### config.mk
export PLATFORM = sky130hd
export DESIGN_NAME = game_seq_flat
export DESIGN_NICKNAME = d
export VERILOG_FILES = /design/src/rtl/game_seq_pkg.sv /design/src/rtl/game_seq_if.sv /design/src/rtl/game_seq_frame_flag.sv /design/src/rtl/game_seq.sv /design/src/flat_wrapper.sv
export SDC_FILE = /design/constraint.sdc
export NUM_CORES = 1
export LEC_CHECK = 0
export CORE_UTILIZATION = 30
export DETAILED_ROUTE_END_ITERATION = 10
export PLACE_DENSITY_LB_ADDON = 0.1
export SYNTH_ARGS = -nofsm -noshare
export SYNTH_HDL_FRONTEND = slang
export SYNTH_SLANG_ARGS = --single-unit
### constraint.sdc
create_clock -name clk_vga -period 2.19 [get_ports clk_vga]
set_input_delay 0.438 -clock clk_vga [delete_from_list [all_inputs] [get_ports clk_vga]]
set_output_delay 0.438 -clock clk_vga [all_outputs]
set_load 0.05 [all_outputs]
### src/rtl/game_seq_pkg.sv
// game_seq_pkg: shared status encodings, default widths and helpers for the game sequencer
package game_seq_pkg;
   localparam int GAME_STATUS_BIT_LEN = 2;
   localparam int DEF_SCORE_W = 14;
   localparam int DEF_LIVES_W = 2;
   localparam int DEF_BOMB_W = 2;
   typedef enum logic [GAME_STATUS_BIT_LEN-1:0] {
      ST_IDLE  = 2'd0,
      ST_PLAY  = 2'd1,
      ST_DYING = 2'd2,
      ST_OVER  = 2'd3
   } game_status_e;
   function automatic int max3(input int a, input int b, input int c);
      return (a > b) ? ((a > c) ? a : c) : ((b > c) ? b : c);
   endfunction
endpackage

### src/rtl/game_seq_if.sv
// game_seq_if: collision/timing inputs and sprite/HUD outputs of the game sequencer
interface game_seq_if #(
   parameter int LIVES_W = game_seq_pkg::DEF_LIVES_W,
   parameter int BOMB_W  = game_seq_pkg::DEF_BOMB_W,
   parameter int SCORE_W = game_seq_pkg::DEF_SCORE_W
);
   logic v_sync_i;
   logic start_btn_i;
   logic bomb_btn_i;
   logic crash_me_enemy_i;
   logic crash_enemy_bullet_i;
   logic crash_me_bonus_i;
   logic [game_seq_pkg::GAME_STATUS_BIT_LEN-1:0] game_status_o;
   logic gamestart_o;
   logic bomb_o;
   logic [LIVES_W-1:0] lives_o;
   logic [SCORE_W-1:0] score_o;
   logic [BOMB_W-1:0] bombs_o;
   logic invuln_o;
   logic blink_o;
   modport master (
      output v_sync_i, start_btn_i, bomb_btn_i, crash_me_enemy_i, crash_enemy_bullet_i, crash_me_bonus_i,
      input  game_status_o, gamestart_o, bomb_o, lives_o, score_o, bombs_o, invuln_o, blink_o
   );
   modport slave (
      input  v_sync_i, start_btn_i, bomb_btn_i, crash_me_enemy_i, crash_enemy_bullet_i, crash_me_bonus_i,
      output game_status_o, gamestart_o, bomb_o, lives_o, score_o, bombs_o, invuln_o, blink_o
   );
endinterface

### src/rtl/game_seq_frame_flag.sv
// game_seq_frame_flag: folds a pixel-level strobe into one sticky event per frame
module game_seq_frame_flag (
   input  logic clk_vga,
   input  logic rst,
   input  logic set,
   input  logic clr,
   output logic evt
);
   logic flag;
   always_ff @(posedge clk_vga or posedge rst)
      if (rst) flag <= 1'b0;
      else flag <= clr ? 1'b0 : (flag | set);
   assign evt = flag | set;
endmodule

### src/rtl/game_seq.sv
// game_seq: frame-level phase, lives, score, bomb and invulnerability sequencer for plane-war
module game_seq
   import game_seq_pkg::*;
#(
   parameter int LIVES_INIT    = 3,
   parameter int LIVES_W       = DEF_LIVES_W,
   parameter int BOMBS_INIT    = 1,
   parameter int MAX_BOMBS     = 3,
   parameter int BOMB_W        = DEF_BOMB_W,
   parameter int SCORE_W       = DEF_SCORE_W,
   parameter int SCORE_MAX     = 9999,
   parameter int DIE_FRAMES    = 60,
   parameter int INVULN_FRAMES = 120,
   parameter int OVER_FRAMES   = 90,
   parameter int BLINK_SHIFT   = 3
) (
   input logic clk_vga,
   input logic rst,
   game_seq_if.slave bus
);
   localparam int FC_MAX = max3(DIE_FRAMES, INVULN_FRAMES, OVER_FRAMES);
   localparam int FC_W = ($clog2(FC_MAX + 1) > BLINK_SHIFT) ? $clog2(FC_MAX + 1) : BLINK_SHIFT + 1;
   localparam logic [LIVES_W-1:0] L_INIT = LIVES_W'(LIVES_INIT);
   localparam logic [BOMB_W-1:0] B_INIT = BOMB_W'(BOMBS_INIT);
   localparam logic [BOMB_W-1:0] B_MAX = BOMB_W'(MAX_BOMBS);
   localparam logic [SCORE_W-1:0] S_MAX = SCORE_W'(SCORE_MAX);
   localparam logic [FC_W-1:0] FC_DIE = FC_W'(DIE_FRAMES);
   localparam logic [FC_W-1:0] FC_INV = FC_W'(INVULN_FRAMES);
   localparam logic [FC_W-1:0] FC_OVER = FC_W'(OVER_FRAMES);
   game_status_e state, state_n;
   logic [LIVES_W-1:0] lives, lives_n;
   logic [SCORE_W-1:0] score, score_n;
   logic [BOMB_W-1:0] bombs, bombs_n, bsum;
   logic [FC_W-1:0] fc, fc_n;
   logic inv, inv_n, arm, arm_n, bomb, bomb_n, gs, blink, blink_n;
   logic vs_q, st_q, bb_q, tick, start_p, bomb_p, load, use_b, hit, kill, bon;
   assign tick = vs_q & ~bus.v_sync_i;
   assign start_p = ~st_q & bus.start_btn_i;
   assign bomb_p = ~bb_q & bus.bomb_btn_i;
   assign load = start_p & (state == ST_IDLE | (state == ST_OVER & fc == '0));
   assign use_b = state == ST_PLAY & bomb_p & bombs != '0 & ~arm & ~bomb;
   game_seq_frame_flag u_hit (.clk_vga(clk_vga), .rst(rst), .set(bus.crash_me_enemy_i), .clr(tick | load), .evt(hit));
   game_seq_frame_flag u_kill (.clk_vga(clk_vga), .rst(rst), .set(bus.crash_enemy_bullet_i), .clr(tick | load), .evt(kill));
   game_seq_frame_flag u_bon (.clk_vga(clk_vga), .rst(rst), .set(bus.crash_me_bonus_i), .clr(tick | load), .evt(bon));
   always_comb begin
      state_n = state;
      lives_n = lives;
      score_n = score;
      bombs_n = bombs;
      bsum = bombs;
      fc_n = fc;
      inv_n = inv;
      arm_n = arm;
      bomb_n = bomb;
      if (load) begin
         state_n = ST_PLAY;
         lives_n = L_INIT;
         bombs_n = B_INIT;
         score_n = '0;
         fc_n = '0;
         inv_n = 1'b0;
         arm_n = 1'b0;
         bomb_n = 1'b0;
      end else if (state == ST_PLAY) begin
         bsum = (tick & bon & bombs < B_MAX) ? bombs + BOMB_W'(1) : bombs;
         bombs_n = use_b ? bsum - BOMB_W'(1) : bsum;
         arm_n = use_b | (arm & ~tick);
         bomb_n = tick ? arm : bomb;
         score_n = (tick & kill & score < S_MAX) ? score + SCORE_W'(1) : score;
         if (tick & hit & ~inv) begin
            state_n = ST_DYING;
            lives_n = lives - LIVES_W'(1);
            fc_n = FC_DIE;
            arm_n = 1'b0;
            bomb_n = 1'b0;
         end else if (tick & inv) begin
            fc_n = fc - FC_W'(1);
            inv_n = fc != FC_W'(1);
         end
      end else if (state == ST_DYING & tick) begin
         if (fc <= FC_W'(1)) begin
            state_n = (lives == '0) ? ST_OVER : ST_PLAY;
            inv_n = lives != '0;
            fc_n = (lives == '0) ? FC_OVER : FC_INV;
         end else fc_n = fc - FC_W'(1);
      end else if (state == ST_OVER & tick & fc != '0) fc_n = fc - FC_W'(1);
      blink_n = (state_n == ST_DYING) ? fc_n[BLINK_SHIFT-1] : (~inv_n | fc_n[BLINK_SHIFT]);
   end
   always_ff @(posedge clk_vga or posedge rst)
      if (rst) begin
         state <= ST_IDLE;
         lives <= '0;
         score <= '0;
         bombs <= '0;
         fc <= '0;
         inv <= 1'b0;
         arm <= 1'b0;
         bomb <= 1'b0;
         gs <= 1'b0;
         blink <= 1'b1;
         vs_q <= 1'b0;
         st_q <= 1'b0;
         bb_q <= 1'b0;
      end else begin
         state <= state_n;
         lives <= lives_n;
         score <= score_n;
         bombs <= bombs_n;
         fc <= fc_n;
         inv <= inv_n;
         arm <= arm_n;
         bomb <= bomb_n;
         gs <= load;
         blink <= blink_n;
         vs_q <= bus.v_sync_i;
         st_q <= bus.start_btn_i;
         bb_q <= bus.bomb_btn_i;
      end
   assign bus.game_status_o = state;
   assign bus.gamestart_o = gs;
   assign bus.bomb_o = bomb;
   assign bus.lives_o = lives;
   assign bus.score_o = score;
   assign bus.bombs_o = bombs;
   assign bus.invuln_o = inv;
   assign bus.blink_o = blink;
endmodule

### src/flat_wrapper.sv
// flat-port wrapper written by rule: the top's interface ports become plain ports
module game_seq_flat import game_seq_pkg::*;
#(
   parameter int LIVES_INIT    = 3,
   parameter int LIVES_W       = DEF_LIVES_W,
   parameter int BOMBS_INIT    = 1,
   parameter int MAX_BOMBS     = 3,
   parameter int BOMB_W        = DEF_BOMB_W,
   parameter int SCORE_W       = DEF_SCORE_W,
   parameter int SCORE_MAX     = 9999,
   parameter int DIE_FRAMES    = 60,
   parameter int INVULN_FRAMES = 120,
   parameter int OVER_FRAMES   = 90,
   parameter int BLINK_SHIFT   = 3
)
  (clk_vga, rst, bus_v_sync_i, bus_start_btn_i, bus_bomb_btn_i, bus_crash_me_enemy_i, bus_crash_enemy_bullet_i, bus_crash_me_bonus_i, bus_game_status_o, bus_gamestart_o, bus_bomb_o, bus_lives_o, bus_score_o, bus_bombs_o, bus_invuln_o, bus_blink_o);
  game_seq_if #(.LIVES_W(LIVES_W), .BOMB_W(BOMB_W), .SCORE_W(SCORE_W)) bus_i ();
  input logic clk_vga;
  input logic rst;
  input wire logic [$bits(bus_i.v_sync_i)-1:0] bus_v_sync_i;
  input wire logic [$bits(bus_i.start_btn_i)-1:0] bus_start_btn_i;
  input wire logic [$bits(bus_i.bomb_btn_i)-1:0] bus_bomb_btn_i;
  input wire logic [$bits(bus_i.crash_me_enemy_i)-1:0] bus_crash_me_enemy_i;
  input wire logic [$bits(bus_i.crash_enemy_bullet_i)-1:0] bus_crash_enemy_bullet_i;
  input wire logic [$bits(bus_i.crash_me_bonus_i)-1:0] bus_crash_me_bonus_i;
  output wire logic [$bits(bus_i.game_status_o)-1:0] bus_game_status_o;
  output wire logic [$bits(bus_i.gamestart_o)-1:0] bus_gamestart_o;
  output wire logic [$bits(bus_i.bomb_o)-1:0] bus_bomb_o;
  output wire logic [$bits(bus_i.lives_o)-1:0] bus_lives_o;
  output wire logic [$bits(bus_i.score_o)-1:0] bus_score_o;
  output wire logic [$bits(bus_i.bombs_o)-1:0] bus_bombs_o;
  output wire logic [$bits(bus_i.invuln_o)-1:0] bus_invuln_o;
  output wire logic [$bits(bus_i.blink_o)-1:0] bus_blink_o;
  assign bus_i.v_sync_i = bus_v_sync_i;
  assign bus_i.start_btn_i = bus_start_btn_i;
  assign bus_i.bomb_btn_i = bus_bomb_btn_i;
  assign bus_i.crash_me_enemy_i = bus_crash_me_enemy_i;
  assign bus_i.crash_enemy_bullet_i = bus_crash_enemy_bullet_i;
  assign bus_i.crash_me_bonus_i = bus_crash_me_bonus_i;
  assign bus_game_status_o = bus_i.game_status_o;
  assign bus_gamestart_o = bus_i.gamestart_o;
  assign bus_bomb_o = bus_i.bomb_o;
  assign bus_lives_o = bus_i.lives_o;
  assign bus_score_o = bus_i.score_o;
  assign bus_bombs_o = bus_i.bombs_o;
  assign bus_invuln_o = bus_i.invuln_o;
  assign bus_blink_o = bus_i.blink_o;
  game_seq #(.LIVES_INIT(LIVES_INIT), .LIVES_W(LIVES_W), .BOMBS_INIT(BOMBS_INIT), .MAX_BOMBS(MAX_BOMBS), .BOMB_W(BOMB_W), .SCORE_W(SCORE_W), .SCORE_MAX(SCORE_MAX), .DIE_FRAMES(DIE_FRAMES), .INVULN_FRAMES(INVULN_FRAMES), .OVER_FRAMES(OVER_FRAMES), .BLINK_SHIFT(BLINK_SHIFT)) u_core (.clk_vga(clk_vga), .rst(rst), .bus(bus_i));
endmodule
== Yosys cells after proc, flatten, opt, wreduce, memory -nomap -nowiden ==
Cells that the tools add are included.

* Mux-type cells: 41
* Add/sub/neg operators: 5
* Equality and inequality tests: 6
* Reductions and logical operators: 15
* Bitwise logic cells: 35
* $lt $le $gt $ge: 3

{| class="wikitable"
|+ Operators with widths
! operator !! number
|-
| $mux 7 || 7
|-
| $mux 14 || 3
|-
| $mux 2 || 13
|-
| $and 1x1->1 || 20
|-
| $mux 1 || 17
|-
| $add 14x1->14 const B || 1
|-
| $lt 14x14->1 const B || 1
|-
| $reduce_bool 2->1 || 5
|-
| $not 1->1 || 8
|-
| $reduce_and 2->1 || 4
|-
| $le 7x1->1 const B || 1
|-
| $logic_not 7->1 || 1
|-
| $ne 7x1->1 const B || 1
|-
| $or 1x1->1 || 7
|-
| $reduce_bool 7->1 || 1
|-
| $sub 7x1->7 const B || 1
|-
| $eq 2x2->1 const B || 3
|-
| $mux 6 || 1
|-
| $logic_not 2->1 || 2
|-
| $ne 4x3->1 const B || 1
|-
| $reduce_bool 4->1 || 1
|-
| $sub 2x1->2 const B || 2
|-
| $reduce_bool 3->1 || 1
|-
| $add 2x1->2 const B || 1
|-
| other kinds (2) || 2
|}

* Word-level logic and storage cells: 122
* Input bits: 8
* Register bits after elaboration: 38
* Output and inout bits: 24

== Depth between registers and ports, before layout ==
* Depth after elaboration: 10
* Depth in mapped cells: 9
* Gate-level depth less buffers: 9

== Modules after synthesis ==
Synthesis repeated with hierarchy kept, for this count alone.

* Cell total of the unflattened synthesis: 264
* Area, all modules: 2398.6 sq um

{| class="wikitable"
|+ Modules (own cells, without submodules)
! module !! times used !! area an instance (sq um) !! cells an instance
|-
| game_seq || 1 || 2263.4 || 252
|-
| game_seq_frame_flag || 3 || 45.0 || 4
|}

== Least setup slack after synthesis ==
Ideal clock, no wire load.

* Path type: flip-flop to flip-flop
* From: register u_core.score[4] (netlist: u_core.bus.score_o[4])
* To: register u_core.score[12] (netlist: u_core.bus.score_o[12])
* Clock period less this slack: 2500 ps
* Stages on the path, launching flop included: 7
* Path slack: -310 ps
* Setup time: 79 ps
* Arrival: 2421 ps
* Required time: 2111 ps
* Path buffers: 0
* Path through: dfrtp_1 -> or4_1 -> o21a_1 -> o31ai_4 -> nand2_4 -> or4_1 -> a21oi_1

* Cells in the longest elaborated chain, start to end: 4
* Elaborated cells on any way between the ends: 8
* Classes of those cells: 1 x add/sub; 1 x order compare; 3 x mux; 1 x bitwise; 2 x reduce/logical

{| class="wikitable"
|+ Ends and longest elaborated chain
! what !! RTL line !! source
|-
| start, declared || game_seq.sv:32 || <nowiki>logic [SCORE_W-1:0] score, score_n;</nowiki>
|-
| start signal, assigned || game_seq.sv:107 || <nowiki>score <= score_n;</nowiki>
|-
| $add 14x1->14 / $lt 14x14->1 (equally long branches) || game_seq.sv:69 || <nowiki>score_n = (tick & kill & score < S_MAX) ? score + SCORE_W'(1) : score;</nowiki>
|-
| $mux 14 / $and 1x1->1 (equally long branches) || game_seq.sv:69 ||
|-
| $mux 14 / $reduce_bool 2->1 (equally long branches) || - ||
|-
| $mux 14 / $reduce_and 2->1 (equally long branches) || - ||
|}

Parallel ways exist; a longest one is shown, timed or not. The select of a mux whose other input is x is not followed.
A chain may end at the register's enable or synchronous reset.

== Final worst setup path ==
* From: register u_core.score[6] (netlist: u_core.bus.score_o[6])
* To: register u_core.score[12] (netlist: u_core.bus.score_o[12])

Same word-level chain as after synthesis.

==> impl_metrics.csv <==
group,metric,value,unit
global_route,antenna_found_initial,0,
detailed_routing,vias,2028,
final_layout,nets,330,
floorplanning,die_area,7490,um^2
global_route,grt_pass1_vias,1932,
timing,min_period,2.18,ns
logic_synthesis,synth_edf_count,0,
floorplanning,coreArea,6830,um^2
placed_design,placed_cells_incl_taps,404,
timing,relSlewSlack,0.654,
detailed_routing,viasPerCell,4.92,
detailed_routing,wirelength,5920,um
placed_design,portBuffers,31,
worst_setup_path,r2r_start,"u_core.bus.score_o[6]",
worst_setup_path,cp-startpoint,"u_core.bus.score_o[6]",
logic_synthesis,ys_seq_area_frac,0.444,
timing,clock.fmax,0.458,GHz
final_layout,diodes,0,
power_and_ir_drop,p_sw_frac,0.429,
final_layout,layout-area-overhead-vs-synth,40.7,%
final_layout,fin_cells,412,
timing,setup_tns,0,ns
placed_design,hpwlAfterDp,4400,um
clocking,cts-htree-levels,2,
power_and_ir_drop,p_leak,1.32,nW
clocking,cts_buffer_depth,2,
placed_design,routabilityCongestion,0.906,
floorplanning,rows,30,
clocking,cts_root_buffer,"clkbuf_8",
worst_setup_path,path_class,"flip-flop to flip-flop",
detailed_routing,firstDrtPassIters,4,
timing,worst_pin_slew,0.514,ns
outcome,status,"finished, final reports clean",
global_route,grtUsageTotal,0.168,
logic_synthesis,async_reset_ff_frac,1.00,
power_and_ir_drop,p_clk_frac,0.159,
clocking,clk_latency,0.29,ns
timing,setup-violations-final,0,
worst_setup_path,r2r_slack,0.006,ns
global_route,grt-ovfl-total,0,
floorplanning,start_util,0.314,
worst_setup_path,end_kind,"flip-flop",
timing,fin_crit_sh,0.997,
power_and_ir_drop,seq_power_share,0.341,
power_and_ir_drop,power_density,997,nW/um^2
detailed_routing,drc,0,
logic_synthesis,yosys_register_bits,38,
timing,hold_ws,0.518,ns
placed_design,place_area,2880,um^2
final_layout,final_cell_mix,"buf_4, dfrtp_1, clkdlybuf4s50_1, nor2_1, nand2_1",
clocking,tritoncts,"built",
detailed_routing,antenna_left,0,
final_layout,post-route-cell-area,3020,um^2
floorplanning,num_io_pins,32,
logic_synthesis,syn-num-nets,255,
logic_synthesis,yosys_warnings,0,
final_layout,fin_util,0.442,
detailed_routing,drtIter0Drc,96,
final_layout,drive_above_1_share,0.228,
floorplanning,die_w,86.6,um
logic_synthesis,syn_area_per_cell,8.94,um^2
timing,rsz0062_at_grt,"yes",
global_route,grt_max_degree,39,
logic_synthesis,netlist_area,2140,um^2
floorplanning,die_y,86.6,um
final_layout,final_common_cell,"buf_4",
power_and_ir_drop,irDropWorstVdd,487,uV
power_and_ir_drop,p_sw,1.29,mW
job,drv_cap,0,
logic_synthesis,ys_types,50,
worst_setup_path,cp-endpoint,"u_core.bus.score_o[12]",
clocking,clk_pin_slew,0.08,ns
power_and_ir_drop,internal_power,1.72,mW
timing,fin_skew,0.00958,ns
logic_synthesis,synthCells,240,
detailed_routing,wl_per_cell,14.4,um
global_route,grt_pass1_wl,9610,um
hold_path,hold_path_class,"flip-flop to flip-flop",
logic_synthesis,ys.flop_type,"dfrtp_1",
timing,finalHoldViolCount,0,
worst_setup_path,worst_ep_required_time,2.41,ns
final_layout,fillers,695,
worst_setup_path,crit_fanout,3,
clocking,cts_made_buffers,5,
worst_setup_path,r2r_cells,6,
clocking,cts_sinks,38,
worst_setup_path,worst_setup_path_start_kind,"flip-flop",
timing,finalMaxSlewViolations,0,
worst_setup_path,r2r_end,"u_core.bus.score_o[12]",
worst_setup_path,crit_arrival,2.40,ns
power_and_ir_drop,pwr-share-comb,0.500,
==> sequential cells by signal, summed over array words and instances (netlist names) <==
name,flops
u_core.st_q,1
u_core.u_bon.flag,1
u_core.bus.bombs_o,2
u_core.fc,7
u_core.bus.bomb_o,1
u_core.u_hit.flag,1
u_core.bus.blink_o,1
u_core.bus.game_status_o,2
u_core.vs_q,1
u_core.u_kill.flag,1
u_core.arm,1
u_core.bb_q,1
u_core.bus.lives_o,2
u_core.bus.gamestart_o,1
u_core.bus.invuln_o,1
u_core.bus.score_o,14
==> critical path, cell delays in order, from the launching register on <==
cell and delay, ns:
dfrtp_2 0.41, or4_4 0.53, o21a_1 0.22, o31ai_4 0.33, nand2_4 0.07, or4_1 0.41, a21oi_1 0.13
==> area by class of cell <==
class | instances | area, um^2 | share of cell area
inverters | 11 | 41.3 | 0.0137
repair buffers | 75 | 647 | 0.214
clock inverters | 2 | 10.0 | 0.00332
clock buffers | 6 | 72.6 | 0.0240
multi-input cells | 184 | 1170 | 0.387
well taps | 96 | 120 | 0.0398
flip-flops and latches | 38 | 958 | 0.318
==> how the worst min path moves through the flow <==
stage / from / end / slack (ns) / cells past startpoint
2_1_floorplan: u_core.u_bon.flag / u_core.u_bon.flag / 0.46 / 2
3_5_place_dp: u_core.u_bon.flag / u_core.u_bon.flag / 0.51 / 2
6_report: u_core.bus.score_o[10] / u_core.bus.score_o[10] / 0.52 / 1
4_1_cts: u_core.u_bon.flag / u_core.u_bon.flag / 0.53 / 2
3_3_place_gp: u_core.u_bon.flag / u_core.u_bon.flag / 0.49 / 2
5_1_grt: u_core.u_bon.flag / u_core.u_bon.flag / 0.55 / 2
==> through the flow <==
stage	setup slack, ns	power (mW)
after detailed placement	-0.122	2.53
after CTS	-0.0175	3.04
after floorplan	-0.210	1.96
after global placement	-0.0997	2.54
final	0.00566	3.01
after global routing	-0.0521	3.23
==> metal layers <==
metal / wire length [um] / share of wire / vias to the layer above / GRT usage
li1: - / - / 1004 / -
met1: 2930 / 0.50 / 978 / 0.242
met2: 2630 / 0.45 / 41 / 0.255
met3: 286 / 0.048 / 5 / 0.0295
met4: 63 / 0.011 / 0 / 0.0545
met5: 0 / 0 / - / 0
==> cells in the mapped netlist (all sizes together), types with 3 or more instances <==
cell type | instances | area share
dfrtp | 37 | 0.43
nor2 | 26 | 0.046
nand2 | 24 | 0.046
nand3 | 17 | 0.040
o21ai | 12 | 0.028
a21oi | 11 | 0.026
inv | 10 | 0.018
nor3 | 10 | 0.023
xor2 | 8 | 0.033
ha | 7 | 0.041
or3 | 6 | 0.018
and3 | 5 | 0.015
clkbuf | 5 | 0.0088
nand4 | 5 | 0.015
o31ai | 5 | 0.024
nand2b | 4 | 0.012
nor2b | 4 | 0.012
xnor2 | 4 | 0.016
o21a | 3 | 0.011
==> power by group through the flow <==
stage | sequential (mW) | combinational, mW | clock, mW
after floorplan | 1.30 | 0.665 | 0
after global placement | 1.04 | 1.50 | 0
after detailed placement | 1.04 | 1.49 | 0
after CTS | 1.03 | 1.50 | 0.506
after global routing | 1.05 | 1.65 | 0.530
final | 1.02 | 1.51 | 0.479
==> cells by family after synthesis <==
kind of cell               Yosys count  share of synthesized area
AOI/OAI and AO/OA                   50                      0.159
DFF                                 38                      0.444
adders and majority gates            7                     0.0408
and+or+nand+nor                    114                      0.271
muxes                                1                    0.00467
xor gates and xnor gates            12                     0.0490
buffers and inverters               18                     0.0315
==> what timing repair did <==
item                       CTS  global route
setup buffers                0             0
gates resized for setup      1            12
setup endpoints to repair    1             9
pin swaps                    0             9
hold buffers                 0             0
No activity file was read; power rests on OpenSTA's default activity.
